File: config.mk
export PLATFORM = sky130hd
export DESIGN_NAME = weight_fetch_ctrl_flat
export DESIGN_NICKNAME = d
export VERILOG_FILES = /design/src/rtl/weight_fetch_ctrl_pkg.sv /design/src/rtl/weight_fetch_ctrl_if.sv /design/src/rtl/wfc_skid_fifo.sv /design/src/rtl/weight_fetch_ctrl.sv /design/src/flat_wrapper.sv
export SDC_FILE = /design/constraint.sdc
export NUM_CORES = 1
export LEC_CHECK = 0
export CORE_UTILIZATION = 31
export CTS_CLUSTER_DIAMETER = 100
export DETAILED_ROUTE_END_ITERATION = 7
export PLACE_DENSITY = 0.62
export SYNTH_ARGS = -nofsm -noshare
export SYNTH_HDL_FRONTEND = slang
export SYNTH_SLANG_ARGS = --single-unit
File: constraint.sdc
create_clock -name clk -period 5.2 [get_ports clk]
set_input_delay 1.3 -clock clk [delete_from_list [all_inputs] [get_ports clk]]
set_output_delay 1.3 -clock clk [all_outputs]
set_load 0.01 [all_outputs]
File: src/rtl/weight_fetch_ctrl_pkg.sv
// Shared constants for the weight ROM fetch sequencer: FSM encoding and output buffer depth.
package weight_fetch_ctrl_pkg;

    localparam logic [1:0] ST_IDLE  = 2'd0;
    localparam logic [1:0] ST_FETCH = 2'd1;
    localparam logic [1:0] ST_DRAIN = 2'd2;

    localparam logic [1:0] BUF_DEPTH = 2'd2;

endpackage

File: src/rtl/weight_fetch_ctrl_if.sv
// Command, ROM and output-stream signals of the weight fetch sequencer.
interface weight_fetch_ctrl_if #(
    parameter int ADDR_WIDTH = 4,
    parameter int DATA_WIDTH = 32
);
    logic                  start;
    logic [ADDR_WIDTH-1:0] base_addr;
    logic [ADDR_WIDTH:0]   count;
    logic                  busy;
    logic                  done;
    logic                  rom_en;
    logic [ADDR_WIDTH-1:0] rom_addr;
    logic [DATA_WIDTH-1:0] rom_data;
    logic                  out_valid;
    logic [DATA_WIDTH-1:0] out_data;
    logic                  out_last;
    logic                  out_ready;

    modport master (
        input  start, base_addr, count, rom_data, out_ready,
        output busy, done, rom_en, rom_addr, out_valid, out_data, out_last
    );

    modport slave (
        output start, base_addr, count, rom_data, out_ready,
        input  busy, done, rom_en, rom_addr, out_valid, out_data, out_last
    );
endinterface

File: src/rtl/wfc_skid_fifo.sv
// Two-entry FIFO holding returned ROM words (data plus last tag); head entry is the registered output.
module wfc_skid_fifo
    import weight_fetch_ctrl_pkg::*;
#(
    parameter int WIDTH = 33
) (
    input  logic             clk,
    input  logic             rst,
    input  logic             push,
    input  logic [WIDTH-1:0] push_data,
    input  logic             pop,
    output logic [WIDTH-1:0] head,
    output logic             full,
    output logic             empty
);
    logic [WIDTH-1:0] tail;
    logic [1:0]       level;
    logic             do_pop;
    logic             do_push;

    assign full    = (level == BUF_DEPTH);
    assign empty   = (level == 2'd0);
    assign do_pop  = pop && !empty;
    assign do_push = push && (!full || do_pop);

    always_ff @(posedge clk or posedge rst) begin
        if (rst) begin
            head  <= '0;
            tail  <= '0;
            level <= 2'd0;
        end else begin
            unique case ({do_push, do_pop})
                2'b10: begin
                    if (empty) head <= push_data;
                    else       tail <= push_data;
                    level <= level + 2'd1;
                end
                2'b01: begin
                    head  <= tail;
                    level <= level - 2'd1;
                end
                2'b11: begin
                    // Occupancy unchanged: the new word lands behind whatever remains.
                    if (level == 2'd1) begin
                        head <= push_data;
                    end else begin
                        head <= tail;
                        tail <= push_data;
                    end
                end
                default: ;
            endcase
        end
    end

endmodule

File: src/rtl/weight_fetch_ctrl.sv
// Reads a contiguous run of weight words from a 1-cycle-latency ROM and streams them out over valid/ready.
module weight_fetch_ctrl
    import weight_fetch_ctrl_pkg::*;
#(
    parameter int ADDR_WIDTH = 4,
    parameter int DATA_WIDTH = 32
) (
    input  logic               clk,
    input  logic               rst,
    weight_fetch_ctrl_if.master bus
);
    logic [1:0]            state;
    logic [ADDR_WIDTH:0]   cnt;
    logic [ADDR_WIDTH:0]   issued;
    logic [ADDR_WIDTH-1:0] next_addr;
    logic [ADDR_WIDTH-1:0] last_addr;
    logic                  rd_pend;
    logic                  rd_last;
    logic                  busy_q;
    logic                  done_q;

    logic                  fifo_full;
    logic                  fifo_empty;
    logic [DATA_WIDTH:0]   head;
    logic                  pop;
    logic [1:0]            occ;
    logic [2:0]            occ_eff;
    logic                  issue;
    logic                  last_issue;
    logic                  accept;
    logic                  drain_done;

    assign pop     = !fifo_empty && bus.out_ready;
    assign occ     = fifo_full ? 2'd2 : (fifo_empty ? 2'd0 : 2'd1);
    // Count the word leaving this cycle as already gone so a steady stream issues every cycle.
    assign occ_eff = {1'b0, occ} + {2'b00, rd_pend} - {2'b00, pop};

    assign issue      = (state == ST_FETCH) && (issued != cnt) && (occ_eff < {1'b0, BUF_DEPTH});
    assign last_issue = issue && ((issued + {{ADDR_WIDTH{1'b0}}, 1'b1}) == cnt);
    assign accept     = (state == ST_IDLE) && !done_q && bus.start;
    assign drain_done = (state == ST_DRAIN) && !rd_pend && (fifo_empty || (!fifo_full && pop));

    assign bus.rom_en    = issue;
    assign bus.rom_addr  = issue ? next_addr : last_addr;
    assign bus.out_valid = !fifo_empty;
    assign bus.out_data  = head[DATA_WIDTH-1:0];
    assign bus.out_last  = head[DATA_WIDTH];
    assign bus.busy      = busy_q;
    assign bus.done      = done_q;

    always_ff @(posedge clk or posedge rst) begin
        if (rst) begin
            state     <= ST_IDLE;
            cnt       <= '0;
            issued    <= '0;
            next_addr <= '0;
            last_addr <= '0;
            rd_pend   <= 1'b0;
            rd_last   <= 1'b0;
            busy_q    <= 1'b0;
            done_q    <= 1'b0;
        end else begin
            done_q  <= 1'b0;
            rd_pend <= issue;
            rd_last <= last_issue;
            if (issue) begin
                next_addr <= next_addr + {{(ADDR_WIDTH-1){1'b0}}, 1'b1};
                last_addr <= next_addr;
                issued    <= issued + {{ADDR_WIDTH{1'b0}}, 1'b1};
            end
            case (state)
                ST_IDLE: begin
                    if (accept) begin
                        cnt       <= bus.count;
                        next_addr <= bus.base_addr;
                        issued    <= '0;
                        busy_q    <= 1'b1;
                        state     <= (bus.count == '0) ? ST_DRAIN : ST_FETCH;
                    end
                end
                ST_FETCH: begin
                    if (last_issue) state <= ST_DRAIN;
                end
                ST_DRAIN: begin
                    if (drain_done) begin
                        done_q <= 1'b1;
                        busy_q <= 1'b0;
                        state  <= ST_IDLE;
                    end
                end
                default: state <= ST_IDLE;
            endcase
        end
    end

    wfc_skid_fifo #(
        .WIDTH(DATA_WIDTH + 1)
    ) u_fifo (
        .clk      (clk),
        .rst      (rst),
        .push     (rd_pend),
        .push_data({rd_last, bus.rom_data}),
        .pop      (pop),
        .head     (head),
        .full     (fifo_full),
        .empty    (fifo_empty)
    );

endmodule

File: src/flat_wrapper.sv
// flat-port wrapper written by rule: the top's interface ports become plain ports
module weight_fetch_ctrl_flat import weight_fetch_ctrl_pkg::*;
#(
    parameter int ADDR_WIDTH = 4,
    parameter int DATA_WIDTH = 32
)
  (clk, rst, bus_start, bus_base_addr, bus_count, bus_rom_data, bus_out_ready, bus_busy, bus_done, bus_rom_en, bus_rom_addr, bus_out_valid, bus_out_data, bus_out_last);
  weight_fetch_ctrl_if #(.ADDR_WIDTH(ADDR_WIDTH), .DATA_WIDTH(DATA_WIDTH)) bus_i ();
  input  logic clk;
  input  logic rst;
  input wire logic [$bits(bus_i.start)-1:0] bus_start;
  input wire logic [$bits(bus_i.base_addr)-1:0] bus_base_addr;
  input wire logic [$bits(bus_i.count)-1:0] bus_count;
  input wire logic [$bits(bus_i.rom_data)-1:0] bus_rom_data;
  input wire logic [$bits(bus_i.out_ready)-1:0] bus_out_ready;
  output wire logic [$bits(bus_i.busy)-1:0] bus_busy;
  output wire logic [$bits(bus_i.done)-1:0] bus_done;
  output wire logic [$bits(bus_i.rom_en)-1:0] bus_rom_en;
  output wire logic [$bits(bus_i.rom_addr)-1:0] bus_rom_addr;
  output wire logic [$bits(bus_i.out_valid)-1:0] bus_out_valid;
  output wire logic [$bits(bus_i.out_data)-1:0] bus_out_data;
  output wire logic [$bits(bus_i.out_last)-1:0] bus_out_last;
  assign bus_i.start = bus_start;
  assign bus_i.base_addr = bus_base_addr;
  assign bus_i.count = bus_count;
  assign bus_i.rom_data = bus_rom_data;
  assign bus_i.out_ready = bus_out_ready;
  assign bus_busy = bus_i.busy;
  assign bus_done = bus_i.done;
  assign bus_rom_en = bus_i.rom_en;
  assign bus_rom_addr = bus_i.rom_addr;
  assign bus_out_valid = bus_i.out_valid;
  assign bus_out_data = bus_i.out_data;
  assign bus_out_last = bus_i.out_last;
  weight_fetch_ctrl #(.ADDR_WIDTH(ADDR_WIDTH), .DATA_WIDTH(DATA_WIDTH)) u_core (.clk(clk), .rst(rst), .bus(bus_i));
endmodule
==> Word level (Yosys, flattened, before mapping) <==
Cells that the tools add are included.
{ "classes": {"mux": 26, "add_sub_neg": 6, "n_reduce_logical": 29, "div_mod_pow": 0, "multipliers": 0, "n_lt_le_gt_ge": 1, "bitwise": 0, "n_eq_ne": 15, "n_shift": 0} }
{ "ops": {"columns": ["operator", "n"], "rows": [
  ["$mux 33", 4],
  ["$pmux 33 s3", 1],
  ["$pmux 33 s2", 1],
  ["$mux 4", 4],
  ["$mux 5", 3],
  ["$logic_and 1x1->1", 11],
  ["$mux 2", 5],
  ["$reduce_and 3->1", 3],
  ["$eq 2x2->1 const B", 4],
  ["$ne 2x1->1 const B", 4],
  ["$eq 2x1->1 const B", 3],
  ["$pmux 2 s3", 1],
  ["$reduce_bool 2->1", 3],
  ["$add 5x1->5 const B", 1],
  ["$eq 5x5->1", 1],
  ["$logic_not 5->1", 1],
  ["$mux 1", 5],
  ["$ne 5x5->1", 1],
  ["$add 4x1->4 const B", 1],
  ["$logic_not 1->1", 4],
  ["$logic_not 2->1", 2],
  ["$ne 2x2->1 const B", 2],
  ["$pmux 2 s2", 1],
  ["$reduce_and 2->1", 2],
  ["other kinds (8)", 9]
]} }
{ "totals": {"latchBits": 0, "register_bits": 92, "mem_bits_ro": 0, "mem_count": 0, "mem_bits_rw": 0, "inputBits": 45} }

==> Logic depth before layout (Yosys ltp) <==
{ "depth": {"ltp_word": 10, "ltp_mapped": 13, "ltp_nobuf": 12} }

==> Modules after synthesis <==
A second synthesis with hierarchy kept.
{ "hier_totals": {"hier_cells": 410, "area_unflattened_um2": 4425.5} }
{ "by_module_without_submodules": {"columns": ["mod", "seq_area_each_um2", "cells_each", "area_each_um2", "n_inst"], "rows": [
  ["wfc_skid_fifo", 1701.6, 283, 3168.0, 1],
  ["weight_fetch_ctrl", 600.6, 127, 1257.5, 1]
]} }

==> Least setup slack after synthesis <==
OpenSTA, ideal clock, no wires.
{ "synth_path": {"path_type": "input to output", "startpoint": "in bus_out_ready", "endpoint": "out bus_rom_addr[2]", "t_arrival_ns": 3.466, "t_required_ns": 3.900, "n_path_buf": 1, "stages": 10, "setup_slack_ns": 0.434, "cell_sequence": "nand2b_1 -> inv_1 -> ha_1 -> or3_1 -> fa_1 -> xor2_1 -> nor3_4 -> o21ai_4 -> buf_6 -> mux2_2"} }
{ "synth_via": {"elab_chain_len": 5} }
{ "synth_rtl": {"columns": ["element", "line_no", "text"], "rows": [
  ["start, declared", "flat_wrapper.sv:15", "input wire logic [$bits(bus_i.out_ready)-1:0] bus_out_ready;"],
  ["$logic_and 1x1->1", "weight_fetch_ctrl.sv:33", "assign pop = !fifo_empty && bus.out_ready;"],
  ["$sub 3x1->3", "weight_fetch_ctrl.sv:36", "assign occ_eff = {1'b0, occ} + {2'b00, rd_pend} - {2'b00, pop};"],
  ["$lt 3x2->1", "weight_fetch_ctrl.sv:38", "assign issue = (state == ST_FETCH) && (issued != cnt) && (occ_eff < {1'b0, BUF_DEPTH});"],
  ["$logic_and 1x1->1", "weight_fetch_ctrl.sv:38", null],
  ["$mux 4", null, null],
  ["end, declared", "flat_wrapper.sv:19", "output wire logic [$bits(bus_i.rom_addr)-1:0] bus_rom_addr;"]
]} }
Every way passes these cells.

==> Final worst setup path <==
Same ends and word-level chain as after synthesis.

==> flow_metrics.py <==
metrics = {
    "run_status": {
        "outcome": "complete, no violations",
    },
    "worst_setup_path": {
        "crit_path_end_kind": "output port",
        "r2r_cells": 14,
        "cp_top_family": "adder cells",
        "start_kind": "input pin",
        "cp.required_ps": 3900,
        "cp_cell_sequence": "dlygate4sd2_1 -> nand2b_1 -> inv_1 -> ha_1 -> or3_4 -> fa_2 -> nand2_2 -> nor3_4 -> o21ai_4 -> mux2_2 -> clkdlybuf4s15_2",
        "arrival_ps": 3810,
        "crit_type": "input pin to output port",
        "cp_slowest_cell": "fa_2",
        "r2r-start": "u_core.u_fifo.level[0]",
        "reg2reg_setup_slack_ps": 1570,
        "reg2reg_to": "u_core.next_addr[3]",
        "critical_path_buf_inv_count": 3,
        "cp_max_fo": 5,
        "critical-path-max-stage-delay_ps": 550,
    },
    "clock_tree": {
        "cts.hold.buffers_added": 0,
        "cts_tree": "yes",
        "postCtsSetupBuffers": 0,
        "cts_made_buffers": 9,
        "clk_latency_ps": 350,
        "cts_max_path_buffers": 2,
        "cts_root_buf": "clkbuf_16",
        "clk_pin_slew_ps": 60,
        "clock_sinks": 92,
        "htreeDepth": 3,
    },
    "logic_synthesis": {
        "synth.yosys.warnings": 0,
        "postSynthAreaPerCell_sq_um": 11.53,
        "yosysTopAreaCell": "dfrtp_1",
        "synth.most_common_cell": "dfrtp_1",
        "synth-edff-count": 0,
        "netlist.area_leader.share_pct": 57.05,
        "synth_area_sq_um": 4035,
        "synth.net_count": 402,
        "ys_ff_latch": 92,
        "synthTopCellsByArea": "dfrtp_1, mux2_2, nand2_1",
        "synth_cell_types": 41,
        "synthTopCellsByCount": "dfrtp_1, nand2_1, mux2_2",
        "syn_inst": 350,
        "async_flop_share_pct": 100.0,
        "ys_seq_area_share_pct": 57.05,
        "yosys_most_used_dff": "dfrtp_1",
    },
    "timing": {
        "finalCritPeriodShare_pct": 98.21,
        "finalClockSkew_ps": 6.705,
        "hold_viol_final": 0,
        "slew_violations": 0,
        "max_slew.worst_pin.slew_ps": 1086,
        "fmax_mhz": 195.8,
        "finalSetupViolCount": 0,
        "rsz0062_at_grt": "false",
        "slew_headroom_pct": 27.18,
        "hold_ws_ps": 472.7,
        "fin_crit_ps": 5107,
        "tns_ps": 0,
    },
    "place": {
        "port_buffers": 85,
        "place_hpwl_microns": 5890,
        "gp_congestion": 0.8488,
    },
    "layout": {
        "drive_above_1_share_pct": 19.55,
        "nNetsFinal": 492,
        "area_delta_synth_final_pct": 34.79,
    },
    "die": {
        "die_w_microns": 116.1,
        "ios": 86,
        "rows": 41,
        "core-area_sq_um": 12670,
        "die_area_sq_um": 13480,
        "die_y_microns": 116.1,
        "initial_utilization_pct": 31.85,
    },
    "drt": {
        "vias": 2915,
        "ant_nets": 0,
        "viasPerCell": 4.717,
        "wirelength_microns": 8983,
        "wl_per_cell_microns": 14.54,
        "drc_errors": 0,
        "drt_pass1_iterations": 4,
        "drt_iter0_markers": 129,
    },
    "hold_path": {
        "hold_depth": 2,
        "hp-class": "flip-flop to flip-flop",
        "min_to": "u_core.u_fifo.head[32]",
        "min-delay-start": "u_core.rd_last",
    },
    "global_route": {
        "antenna_found_initial": 0,
        "grt_use_total_pct": 14.25,
        "grt_pass1_vias": 2968,
        "grt_overflow_total": 0,
        "grt_pass1_wl_microns": 14520,
        "grt_max_degree": 65,
    },
    "power_and_ir_drop": {
        "ir_worst_vdd_uv": 524.2,
        "p_leak_nw": 2.379,
        "pwr_density_cell_nw_per_um2": 705.8,
    },
    "flow_run": {
        "cap_violations": 0,
    },
}
-- worst register-to-register path, stage by stage (launching register included) --
cell      delay [ps]
dfrtp_1          420
inv_1            140
ha_1             270
nand2b_1         160
inv_1             60
ha_1             270
or3_4            380
fa_2             550
nand2_2           70
nor3_4           180
o21ai_4          130
buf_4            150
buf_4            170
or3_2            450
a31oi_1          160
-- per-stage QoR --
stage / worst slack (ps) / utilization (%) / area [sq um] / cells / power [W]
floorplan: 434.3 / - / 4035 / 350 / 0.002483
global placement: -336.6 / 40.48 / 5129 / 601 / 0.003179
detailed placement: -390.3 / 40.48 / 5129 / 601 / 0.003241
CTS: 14.32 / 42.92 / 5438 / 617 / 0.003903
global route: 11.92 / 42.91 / 5436 / 617 / 0.004128
finish: 93.27 / 42.92 / 5439 / 618 / 0.003839
-- layout by cell type, fill, tap and decap left out, types with 2 or more instances in the layout --
cell,instances
buf_4,10
xnor2_1,5
clkdlybuf4s50_1,79
mux2_2,39
inv_1,7
nand2_1,75
o211ai_1,3
or3_4,2
clkbuf_16,9
clkinv_2,2
nor4_1,2
dlygate4sd2_1,2
buf_2,2
mux2i_1,3
clkbuf_8,4
dfrtp_1,92
or3_1,2
xor2_2,2
mux2_4,2
o21a_1,2
a22oi_1,33
nor2_1,10
ha_1,6
xor2_1,7
nand2b_1,3
o21ai_1,2
a21oi_4,2
o21ai_0,9
nand3_1,4
nor3_1,2
-- report_power, final --
| part | total (W) | switching [W] | internal, W |
|---|---|---|---|
| Clock | 0.000649 | 0.000274 | 0.000376 |
| Combinational | 0.00188 | 0.000888 | 0.000989 |
| Sequential | 0.00131 | 0.000228 | 0.00109 |
| Total | 0.00384 | 0.00139 | 0.00245 |
-- what timing repair did --
item / 4_1_cts / 5_1_grt
gates resized for setup: 18 / 4
pin swaps: 2 / 1
setup endpoints to repair: 5 / 3
endpoints found under the hold margin: 0 / 0
-- final cells by class --
cell class                      count  area [sq um]
Inverter                            8         32.53
Multi-Input combinational cell    234          1678
Clock inverter                      3         18.77
Sequential cell                    92          2302
Clock buffer                       13         280.3
Timing Repair Buffer               95         909.6
Tap cell                          172         215.2
Fill cell                        1226          7232
Antenna cell                        1         2.502
-- worst max path at each step --
| stage | cells after the start | startpoint | slack, ps | endpoint |
|---|---|---|---|---|
| 2_1_floorplan | 10 | bus_out_ready | 430 | bus_rom_addr[2] |
| 3_3_place_gp | 11 | bus_out_ready | -340 | bus_rom_addr[2] |
| 3_5_place_dp | 11 | bus_out_ready | -390 | bus_rom_addr[0] |
| 4_1_cts | 11 | bus_out_ready | 10 | bus_rom_addr[1] |
| 5_1_grt | 11 | bus_out_ready | 10 | bus_rom_addr[2] |
| 6_report | 11 | bus_out_ready | 90 | bus_rom_addr[2] |
-- cells by family (layout without fill, tap and decap cells) --
logic type | after synthesis | in the layout | share of synthesized area (%)
multiplexers | 44 | 44 | 12.19
flip-flops | 92 | 92 | 57.05
AND/OR/NAND/NOR | 110 | 110 | 12.09
other | 0 | 1 | 0
buffers and inverters | 24 | 119 | 2.636
XOR/XNOR | 14 | 14 | 3.225
adder cells (fa/ha/maj) | 7 | 7 | 2.357
AO/OA/AOI/OAI | 59 | 59 | 10.45
-- layer usage --
metal | track usage [%] | vias up | part of all wire (%)
met5 | 0 | - | 0
met4 | 6.581 | 0 | 1.8
met3 | 4.203 | 12 | 5.6
met2 | 23.57 | 68 | 47
met1 | 17.16 | 1438 | 46
li1 | - | 1397 | -
-- state kept, by name, indices dropped and copies added, names as in the netlist --
name	cells
u_core.u_fifo.head	33
u_core.u_fifo.tail	33
u_core.cnt	5
u_core.issued	5
u_core.last_addr	4
u_core.next_addr	4
u_core.state	2
u_core.u_fifo.level	2
u_core.bus.busy	1
u_core.bus.done	1
u_core.rd_last	1
u_core.rd_pend	1
(Power assumes the default switching activity.)
